===== config.mk =====
export PLATFORM = sky130hd
export DESIGN_NAME = mil_rt_rx_ctrl
export DESIGN_NICKNAME = d
export VERILOG_FILES = /design/src/rtl/mil_pkg.sv /design/src/rtl/mil_cmd_decode.sv /design/src/rtl/mil_rt_rx_ctrl.sv
export SDC_FILE = /design/constraint.sdc
export NUM_CORES = 1
export LEC_CHECK = 0
export BUFFER_PORTS_ARGS = -buffer_cell sky130_fd_sc_hd__buf_2
export CAP_MARGIN = 20
export CORE_MARGIN = 2
export CORE_UTILIZATION = 54
export CTS_CLUSTER_DIAMETER = 200
export DETAILED_ROUTE_END_ITERATION = 12
export GPL_ROUTABILITY_DRIVEN = 0
export PLACE_DENSITY = 0.79
export SLEW_MARGIN = 20
export SYNTH_ARGS = -nofsm -noshare
export SYNTH_HDL_FRONTEND = slang
export SYNTH_SLANG_ARGS = --single-unit

===== constraint.sdc =====
create_clock -name clk -period 4.2 [get_ports clk]
set_input_delay 1.26 -clock clk [delete_from_list [all_inputs] [get_ports clk]]
set_output_delay 1.26 -clock clk [all_outputs]
set_load 0.02 [all_outputs]

===== src/rtl/mil_pkg.sv =====
// mil_pkg: shared MIL-STD-1553 command word fields, codes and state types.
package mil_pkg;

    localparam int ADDR_MSB = 15;
    localparam int ADDR_LSB = 11;
    localparam int TR_BIT   = 10;
    localparam int SA_MSB   = 9;
    localparam int SA_LSB   = 5;
    localparam int WC_MSB   = 4;
    localparam int WC_LSB   = 0;

    localparam logic [4:0] BCAST_ADDR = 5'd31;

    typedef enum logic [1:0] {
        ERR_NONE       = 2'd0,
        ERR_PARITY     = 2'd1,
        ERR_TIMEOUT    = 2'd2,
        ERR_SUPERSEDED = 2'd3
    } err_code_e;

    typedef enum logic {
        ST_IDLE    = 1'b0,
        ST_RX_DATA = 1'b1
    } state_e;

    // A word count field of 0 encodes a full 32-word message.
    function automatic logic [5:0] wc_to_count(input logic [4:0] wc);
        return (wc == 5'd0) ? 6'd32 : {1'b0, wc};
    endfunction

endpackage


===== src/rtl/mil_cmd_decode.sv =====
// mil_cmd_decode: combinational command word decode (address match, broadcast,
// receive-message detection, subaddress and expected data word count).
module mil_cmd_decode
    import mil_pkg::*;
#(
    parameter logic [4:0] RT_ADDR = 5'd1
) (
    input  logic [15:0] i_word,
    output logic        o_match,
    output logic        o_bcast,
    output logic        o_rx_msg,
    output logic [4:0]  o_sa,
    output logic [5:0]  o_expect
);

    logic [4:0] w_addr;
    logic [4:0] w_wc;
    logic       w_mode;

    assign w_addr   = i_word[ADDR_MSB:ADDR_LSB];
    assign w_wc     = i_word[WC_MSB:WC_LSB];
    assign o_sa     = i_word[SA_MSB:SA_LSB];
    assign o_bcast  = (w_addr == BCAST_ADDR);
    assign o_match  = (w_addr == RT_ADDR) || o_bcast;
    assign w_mode   = (o_sa == 5'd0) || (o_sa == 5'd31);
    assign o_rx_msg = !i_word[TR_BIT] && !w_mode;
    assign o_expect = wc_to_count(w_wc);

endmodule


===== src/rtl/mil_rt_rx_ctrl.sv =====
// mil_rt_rx_ctrl: remote-terminal receive sequencer; decodes commands, steers
// data words into the subaddress buffer and reports completion/errors.
module mil_rt_rx_ctrl
    import mil_pkg::*;
#(
    parameter logic [4:0] RT_ADDR = 5'd1,
    parameter int         TMO_CLK = 1500
) (
    input  logic        clk,
    input  logic        rst,
    input  logic        i_rx_stb,
    input  logic [15:0] i_rx_dat,
    input  logic        i_rx_cw,
    input  logic        i_rx_par_ok,
    output logic        o_wr_en,
    output logic [4:0]  o_wr_sa,
    output logic [4:0]  o_wr_addr,
    output logic [15:0] o_wr_dat,
    output logic        o_cmd_req,
    output logic [15:0] o_cmd_word,
    output logic        o_busy,
    output logic        o_msg_done,
    output logic        o_status_req,
    output logic        o_msg_err,
    output logic [1:0]  o_err_code
);

    localparam int TW = $clog2(TMO_CLK + 1);

    logic        w_match;
    logic        w_bcast;
    logic        w_rx_msg;
    logic [4:0]  w_sa;
    logic [5:0]  w_expect;
    logic        w_in_msg;

    state_e      r_state;
    err_code_e   r_err;
    logic [5:0]  r_cnt;
    logic [5:0]  r_expect;
    logic [4:0]  r_sa;
    logic        r_bcast;
    logic [TW-1:0] r_tmo;
    logic        r_wr_en;
    logic [4:0]  r_wr_sa;
    logic [4:0]  r_wr_addr;
    logic [15:0] r_wr_dat;
    logic        r_cmd_req;
    logic [15:0] r_cmd_word;
    logic        r_msg_done;
    logic        r_status_req;
    logic        r_msg_err;

    mil_cmd_decode #(.RT_ADDR(RT_ADDR)) u_dec (
        .i_word   (i_rx_dat),
        .o_match  (w_match),
        .o_bcast  (w_bcast),
        .o_rx_msg (w_rx_msg),
        .o_sa     (w_sa),
        .o_expect (w_expect)
    );

    assign w_in_msg = (r_state == ST_RX_DATA);

    always_ff @(posedge clk or posedge rst) begin
        if (rst) begin
            r_state      <= ST_IDLE;
            r_err        <= ERR_NONE;
            r_cnt        <= '0;
            r_expect     <= '0;
            r_sa         <= '0;
            r_bcast      <= 1'b0;
            r_tmo        <= '0;
            r_wr_en      <= 1'b0;
            r_wr_sa      <= '0;
            r_wr_addr    <= '0;
            r_wr_dat     <= '0;
            r_cmd_req    <= 1'b0;
            r_cmd_word   <= '0;
            r_msg_done   <= 1'b0;
            r_status_req <= 1'b0;
            r_msg_err    <= 1'b0;
        end else begin
            r_wr_en      <= 1'b0;
            r_cmd_req    <= 1'b0;
            r_msg_done   <= 1'b0;
            r_status_req <= 1'b0;
            r_msg_err    <= 1'b0;
            if (i_rx_stb) begin
                r_tmo <= '0;
                if (w_in_msg && !i_rx_par_ok) begin
                    r_msg_err <= 1'b1;
                    r_err     <= ERR_PARITY;
                    r_state   <= ST_IDLE;
                end else if (w_in_msg && !i_rx_cw) begin
                    r_wr_en   <= 1'b1;
                    r_wr_sa   <= r_sa;
                    r_wr_addr <= r_cnt[4:0];
                    r_wr_dat  <= i_rx_dat;
                    r_cnt     <= r_cnt + 6'd1;
                    if (r_cnt + 6'd1 == r_expect) begin
                        r_msg_done   <= 1'b1;
                        r_status_req <= !r_bcast;
                        r_state      <= ST_IDLE;
                    end
                end else begin
                    // A good command during a message aborts it and is then
                    // decoded exactly as if it had arrived in IDLE.
                    if (w_in_msg) begin
                        r_msg_err <= 1'b1;
                        r_err     <= ERR_SUPERSEDED;
                        r_state   <= ST_IDLE;
                    end
                    if (i_rx_cw && i_rx_par_ok && w_match) begin
                        r_cmd_word <= i_rx_dat;
                        if (w_rx_msg) begin
                            r_state  <= ST_RX_DATA;
                            r_cnt    <= '0;
                            r_expect <= w_expect;
                            r_sa     <= w_sa;
                            r_bcast  <= w_bcast;
                        end else begin
                            r_cmd_req    <= 1'b1;
                            r_status_req <= !w_bcast;
                        end
                    end
                end
            end else if (w_in_msg) begin
                if (r_tmo == TW'(TMO_CLK - 1)) begin
                    r_msg_err <= 1'b1;
                    r_err     <= ERR_TIMEOUT;
                    r_state   <= ST_IDLE;
                end else if (r_tmo != TW'(TMO_CLK)) begin
                    r_tmo <= r_tmo + 1'b1;
                end
            end
        end
    end

    assign o_wr_en      = r_wr_en;
    assign o_wr_sa      = r_wr_sa;
    assign o_wr_addr    = r_wr_addr;
    assign o_wr_dat     = r_wr_dat;
    assign o_cmd_req    = r_cmd_req;
    assign o_cmd_word   = r_cmd_word;
    assign o_busy       = w_in_msg;
    assign o_msg_done   = r_msg_done;
    assign o_status_req = r_status_req;
    assign o_msg_err    = r_msg_err;
    assign o_err_code   = r_err;

endmodule


==> results.toml, run 1 <==
[cts]
numCtsBuffers = 9
cts_buffer_depth = 2
post_cts_buffers = 0
clkLatencyLatePin_ps = 340
cts_resized = 0
htreeDepth = 3
cts_tree = "yes"
cts_sinks = 79
path_clk_slew_ps = 80
hold_buffers = 0
cts-root-buf = "clkbuf_8"

[synth]
synth-seq-cells = 79
yosysWarningCount = 0
synthFlopType = "dfrtp_1"
synth_edf_count = 0
synth_nets = 351
avgSynthCellArea_um2 = 10.4
syn_area_um2 = 3410
synth-async-reset-ratio_pct = 100
yosysUniqueCellTypes = 40
seq_area_frac_synth_pct = 58.0
netlist_instances = 327

[setup_path]
reg2reg_from = "r_cnt[0]"
crit_type = "input pin to flip-flop"
rrSetupSlack_ps = 2070
cp-start-kind = "input pin"
worstPathMaxFanout = 19
cp_slowest_cell = "or4_4"
cp_data_required_time_ps = 4420
worstRegToRegCells = 6
r2r-end = "o_busy"
crit_chain = "buf_2 > or4_4 > a21oi_4 > buf_4 > nor4b_4 > buf_4 > mux2_1"
endpoint_kind = "flip-flop"
cp.arrival_ps = 3250
worst_path_most_repeated_cell = "buf_4"
critPathMaxStageDelay_ps = 540

[floorplanning]
die_w_um = 83.5
core-area_um2 = 6030
dieArea_um2 = 6970
initial_core_util_pct = 56.6
io_pins = 71
std_cell_rows = 28
die_h_um = 83.5

[power]
power.density_nw_per_um2 = 393
pwr-share-comb_pct = 10.7
p_switching_mw = 0.404
switching_share_pct = 25.3
max-vdd-ir-drop_uv = 302
p_seq_share_pct = 51.9
p_int_mw = 1.19
p_clk_share_pct = 37.5
p_leak_nw = 2.19

[drt]
viasPerCell = 5.39
dr_total_vias = 2585
drtIter0Drc = 111
wl_per_cell_um = 14.6
detail-route-antenna-nets = 0
drcViolationCount = 0
drtPass1Iterations = 4
wirelength_mm = 7.01

[finish]
n_fill_cell = 479
stdcell_area_um2 = 4060
diodes = 0
area_growth_pct = 19.0
final_nets = 424
fin_util_pct = 67.4
multi_input_area_um2 = 1320
regArea_um2 = 1980
drive_gt1_share_pct = 27.4

[timing]
rsz0062_at_grt = "false"
final-max-slew-violation-count = 0
fin_setup_tns_ps = 0
finalClockSkew_ps = 6.79
finalHoldViolations = 0
finalSetupViolCount = 0
maxSlewHeadroom_pct = 48.2
fin_ws_ps = 1180
period_minus_slack_ps = 3020
fin_crit_sh_pct = 72.0
worst_hold_slack_ps = 464
tightest_slew_ps = 776
max_freq_mhz = 331

[min_path]
hp-start = "r_bcast"
whs_endpoint = "o_status_req"
min_path_type = "flip-flop to flip-flop"
min_path_cells = 1

[global_routing]
grt_overflow = 0
antenna_found_initial = 0
gr-usage-all-layers_pct = 21.9
grt_pass1_vias = 2632
grt_max_degree = 38
grt_first_pass_wirelength_mm = 12.3

[placed_design]
place_worst_setup_slack_ps = 834
dp_hpwl_mm = 4.80
port_buffers = 70
placed_area_um2 = 3840

[flow_run]
cap_violations = 0

[outcome]
status = "finished clean"
flip-flops by register name, summed over array words and instances (netlist names), 2 cells and up:
name and count:
r_sa 5, o_wr_dat 16, o_cmd_word 16, r_tmo 11, r_cnt 6, o_wr_addr 5
o_err_code 2, r_expect 6, o_wr_sa 5
stage by stage:
step	power [mW]	cells
after global routing	1.66	480
after detailed placement	1.01	464
after floorplan	0.946	327
after global placement	1.01	464
after CTS	1.61	480
final	1.60	480
synth_stat cells, drive strengths merged (7+ instances only):
master	count	area, um^2
a21oi	7	46.3
clkbuf	11	41.3
dfrtp	79	1980
inv	12	45.0
mux2	22	248
nand2	90	338
nand3	10	50.1
nand4	7	43.8
nor2	18	67.6
o21ai	12	60.1
xnor2	7	61.3
xor2	12	105
worst max-delay path: cells and delay by family:
kind	cells	cell delay, ps
muxes	1	350
and+or+nand+nor	2	880
buffers and inverters	3	620
AOI/OAI and AO/OA	1	120
cells in the final DEF (no fill, tap or decap), types with 10 or more instances in the layout:
cell,instances
nor2_1,18
mux2_2,12
dfrtp_1,79
nand2_1,90
o21ai_0,11
buf_2,70
xor2_1,12
nand3_1,10
mux2_1,10
inv_1,11
clkbuf_8,12
final cells by class:
class                      count  area share, %
tap                           75           2.31
inverter                      12           1.14
clock inverter                 4           1.26
multi-input combinational    221           32.6
sequential                    79           48.7
clock buffer                  12           4.07
timing repair buffer          77           9.93
routing by layer:
metal  track usage [%]  up-vias  share of wire (%)
li1                  -     1223                  -
met1              28.5     1291                 45
met2              36.1       61                 49
met3              5.84       10                4.7
met4              7.18        0                1.3
met5                 0        -                  0
logic make-up after synthesis:
logic type,after synthesis,synth area share [%]
and+or+nand+nor,146,19.4
xor gates and xnor gates,19,4.88
muxes,24,7.85
AOI/OAI and AO/OA,29,5.58
buffers and inverters,27,3.23
adders and majority gates,3,1.10
DFF,79,58.0
power groups by stage:
stage          registers [mW]  clock network (mW)  logic [mW]
2_1_floorplan           0.881                   0      0.0650
3_3_place_gp            0.841                   0       0.168
3_5_place_dp            0.842                   0       0.172
4_1_cts                 0.828               0.612       0.173
5_1_grt                 0.834               0.641       0.187
6_report                0.828               0.599       0.170
worst max-delay path by stage:
stage | slack (ps) | startpoint | to | cells past startpoint
after floorplan | 920 | rst | o_busy | 1
after global placement | 900 | i_rx_dat[12] | r_sa[3] | 7
after detailed placement | 830 | i_rx_dat[12] | r_expect[0] | 7
after CTS | 1180 | i_rx_dat[12] | r_sa[2] | 7
after global routing | 1070 | i_rx_dat[12] | r_sa[2] | 7
final | 1180 | i_rx_dat[12] | r_sa[2] | 7
Power figures use the tool's default switching activity.
==> run 2, diff against run 1 <==
clock period = 2.8 ns   (was 4.2 ns; I/O delays follow)
==> results.toml, run 2 (same netlist as run 1, synthesis figures left out) <==
[outcome]
status = "finished clean"

[cts]
cts_tree = "yes"
cts_buffer_depth = 2
cts_sinks = 79
hold_buffers = 0
clkLatencyLatePin_ps = 350
cts_resized = 0
post_cts_buffers = 0
numCtsBuffers = 9
path_clk_slew_ps = 80
cts-root-buf = "clkbuf_8"
htreeDepth = 3

[drt]
wl_met3_um = 298
dr_total_vias = 2582
viasPerCell = 5.37
highest_layer = "met4"
wl_met2_mm = 3.49
drtIter0Drc = 123
drtPass1Iterations = 4
detail-route-antenna-nets = 0
met1_length_mm = 3.16
wl_per_cell_um = 14.6
drcViolationCount = 0
wirelength_mm = 7.04

[setup_path]
crit_type = "input pin to flip-flop"
critPathMaxStageDelay_ps = 540
cp.arrival_ps = 2510
crit_chain = "buf_2 > or4_4 > a21oi_4 > nor4b_4 > buf_12 > mux2_2"
cp_slowest_cell = "or4_4"
endpoint_kind = "flip-flop"
critPathBufInv = 2
cp_data_required_time_ps = 3030
crit_family = "simple AND/OR/NAND/NOR gates"
cp-start-kind = "input pin"
worstPathMaxFanout = 18

[power]
max-vdd-ir-drop_uv = 356
power.density_nw_per_um2 = 597
p_leak_nw = 2.21

[finish]
final_common_cell = "nand2_1"
area_growth_pct = 20.6
final_nets = 425
drive_gt1_share_pct = 27.3
diodes = 0
final_cell_mix = "90 x nand2_1, 79 x dfrtp_1, 70 x buf_2"

[floorplanning]
std_cell_rows = 28
initial_core_util_pct = 56.6
die_h_um = 83.5
core-area_um2 = 6030
dieArea_um2 = 6970
io_pins = 71
die_w_um = 83.5

[timing]
finalSetupViolCount = 0
final-max-slew-violation-count = 0
finalHoldViolations = 0
fin_crit_sh_pct = 81.3
fin_setup_tns_ps = 0
rsz0062_at_grt = "false"
fin_ws_ps = 523
finalClockSkew_ps = 11.3
worst_hold_slack_ps = 469
max_freq_mhz = 439
tightest_slew_ps = 646
period_minus_slack_ps = 2280
maxSlewHeadroom_pct = 56.9

[placed_design]
place_worst_setup_slack_ps = 153
dp_hpwl_mm = 4.92
port_buffers = 70

[min_path]
min_path_type = "flip-flop to flip-flop"

[global_routing]
grt_first_pass_wirelength_mm = 12.1
gr-usage-all-layers_pct = 21.4
grt_overflow = 0
antenna_found_initial = 0
grt_max_degree = 43
grt_pass1_vias = 2648

[flow_run]
cap_violations = 0
## run 2: changes by cell type in the layout (fill, tap and decap cells not counted), sizes merged
cell / delta
inv: -1
buf: +1
bufinv: +1
## run 2: worst paths after layout
kind                                 from             end  slack (ps)  cells after the start
max                          i_rx_dat[12]     r_expect[4]         520                      6
min                        o_cmd_word[11]  o_cmd_word[11]         470                      1
max reg2reg                      r_cnt[0]          o_busy         710                      6
min reg2reg                o_cmd_word[11]  o_cmd_word[11]         470                      1
max in group asynchronous             rst        r_tmo[7]        1710                      3
min in group asynchronous             rst     o_wr_dat[2]         510                      2
## run 2: per-layer routing
metal,vias to the layer above,GRT usage [%]
li1,1232,-
met1,1282,27.5
met2,59,36.5
met3,9,3.96
met4,0,8.06
met5,-,0
## run 2: worst reg2reg max path, stage by stage (launching register included)
cell      delay, ps
dfrtp_1         460
ha_1            350
xor2_1          170
a211oi_1        220
o311a_1         220
nand4_1         180
a221o_1         380
## run 2: cell type report
class,instances,area (um^2)
clock buffers,12,155
clock inverters,4,77.6
fillers,458,1920
inverters,12,48.8
multi-input cells,221,1320
flip-flops and latches,79,1980
well taps,75,93.8
repair buffers,78,435
## run 2: per-stage QoR
| step | cell area [um^2] | total power, mW | cells | utilization, % |
|---|---|---|---|---|
| floorplan | 3410 | 1.42 | 327 | - |
| global placement | 3880 | 1.52 | 465 | 64.3 |
| detailed placement | 3880 | 1.53 | 465 | 64.3 |
| CTS | 4110 | 2.47 | 481 | 68.2 |
| global route | 4110 | 2.54 | 481 | 68.2 |
| finish | 4110 | 2.45 | 481 | 68.2 |
## run 2: report_power, final
group | leakage [nW] | switching [mW] | total [mW] | internal (mW)
sequential | 1.07 | 0.0367 | 1.24 | 1.20
clock | 0.117 | 0.397 | 0.951 | 0.554
combinational | 1.02 | 0.159 | 0.260 | 0.101
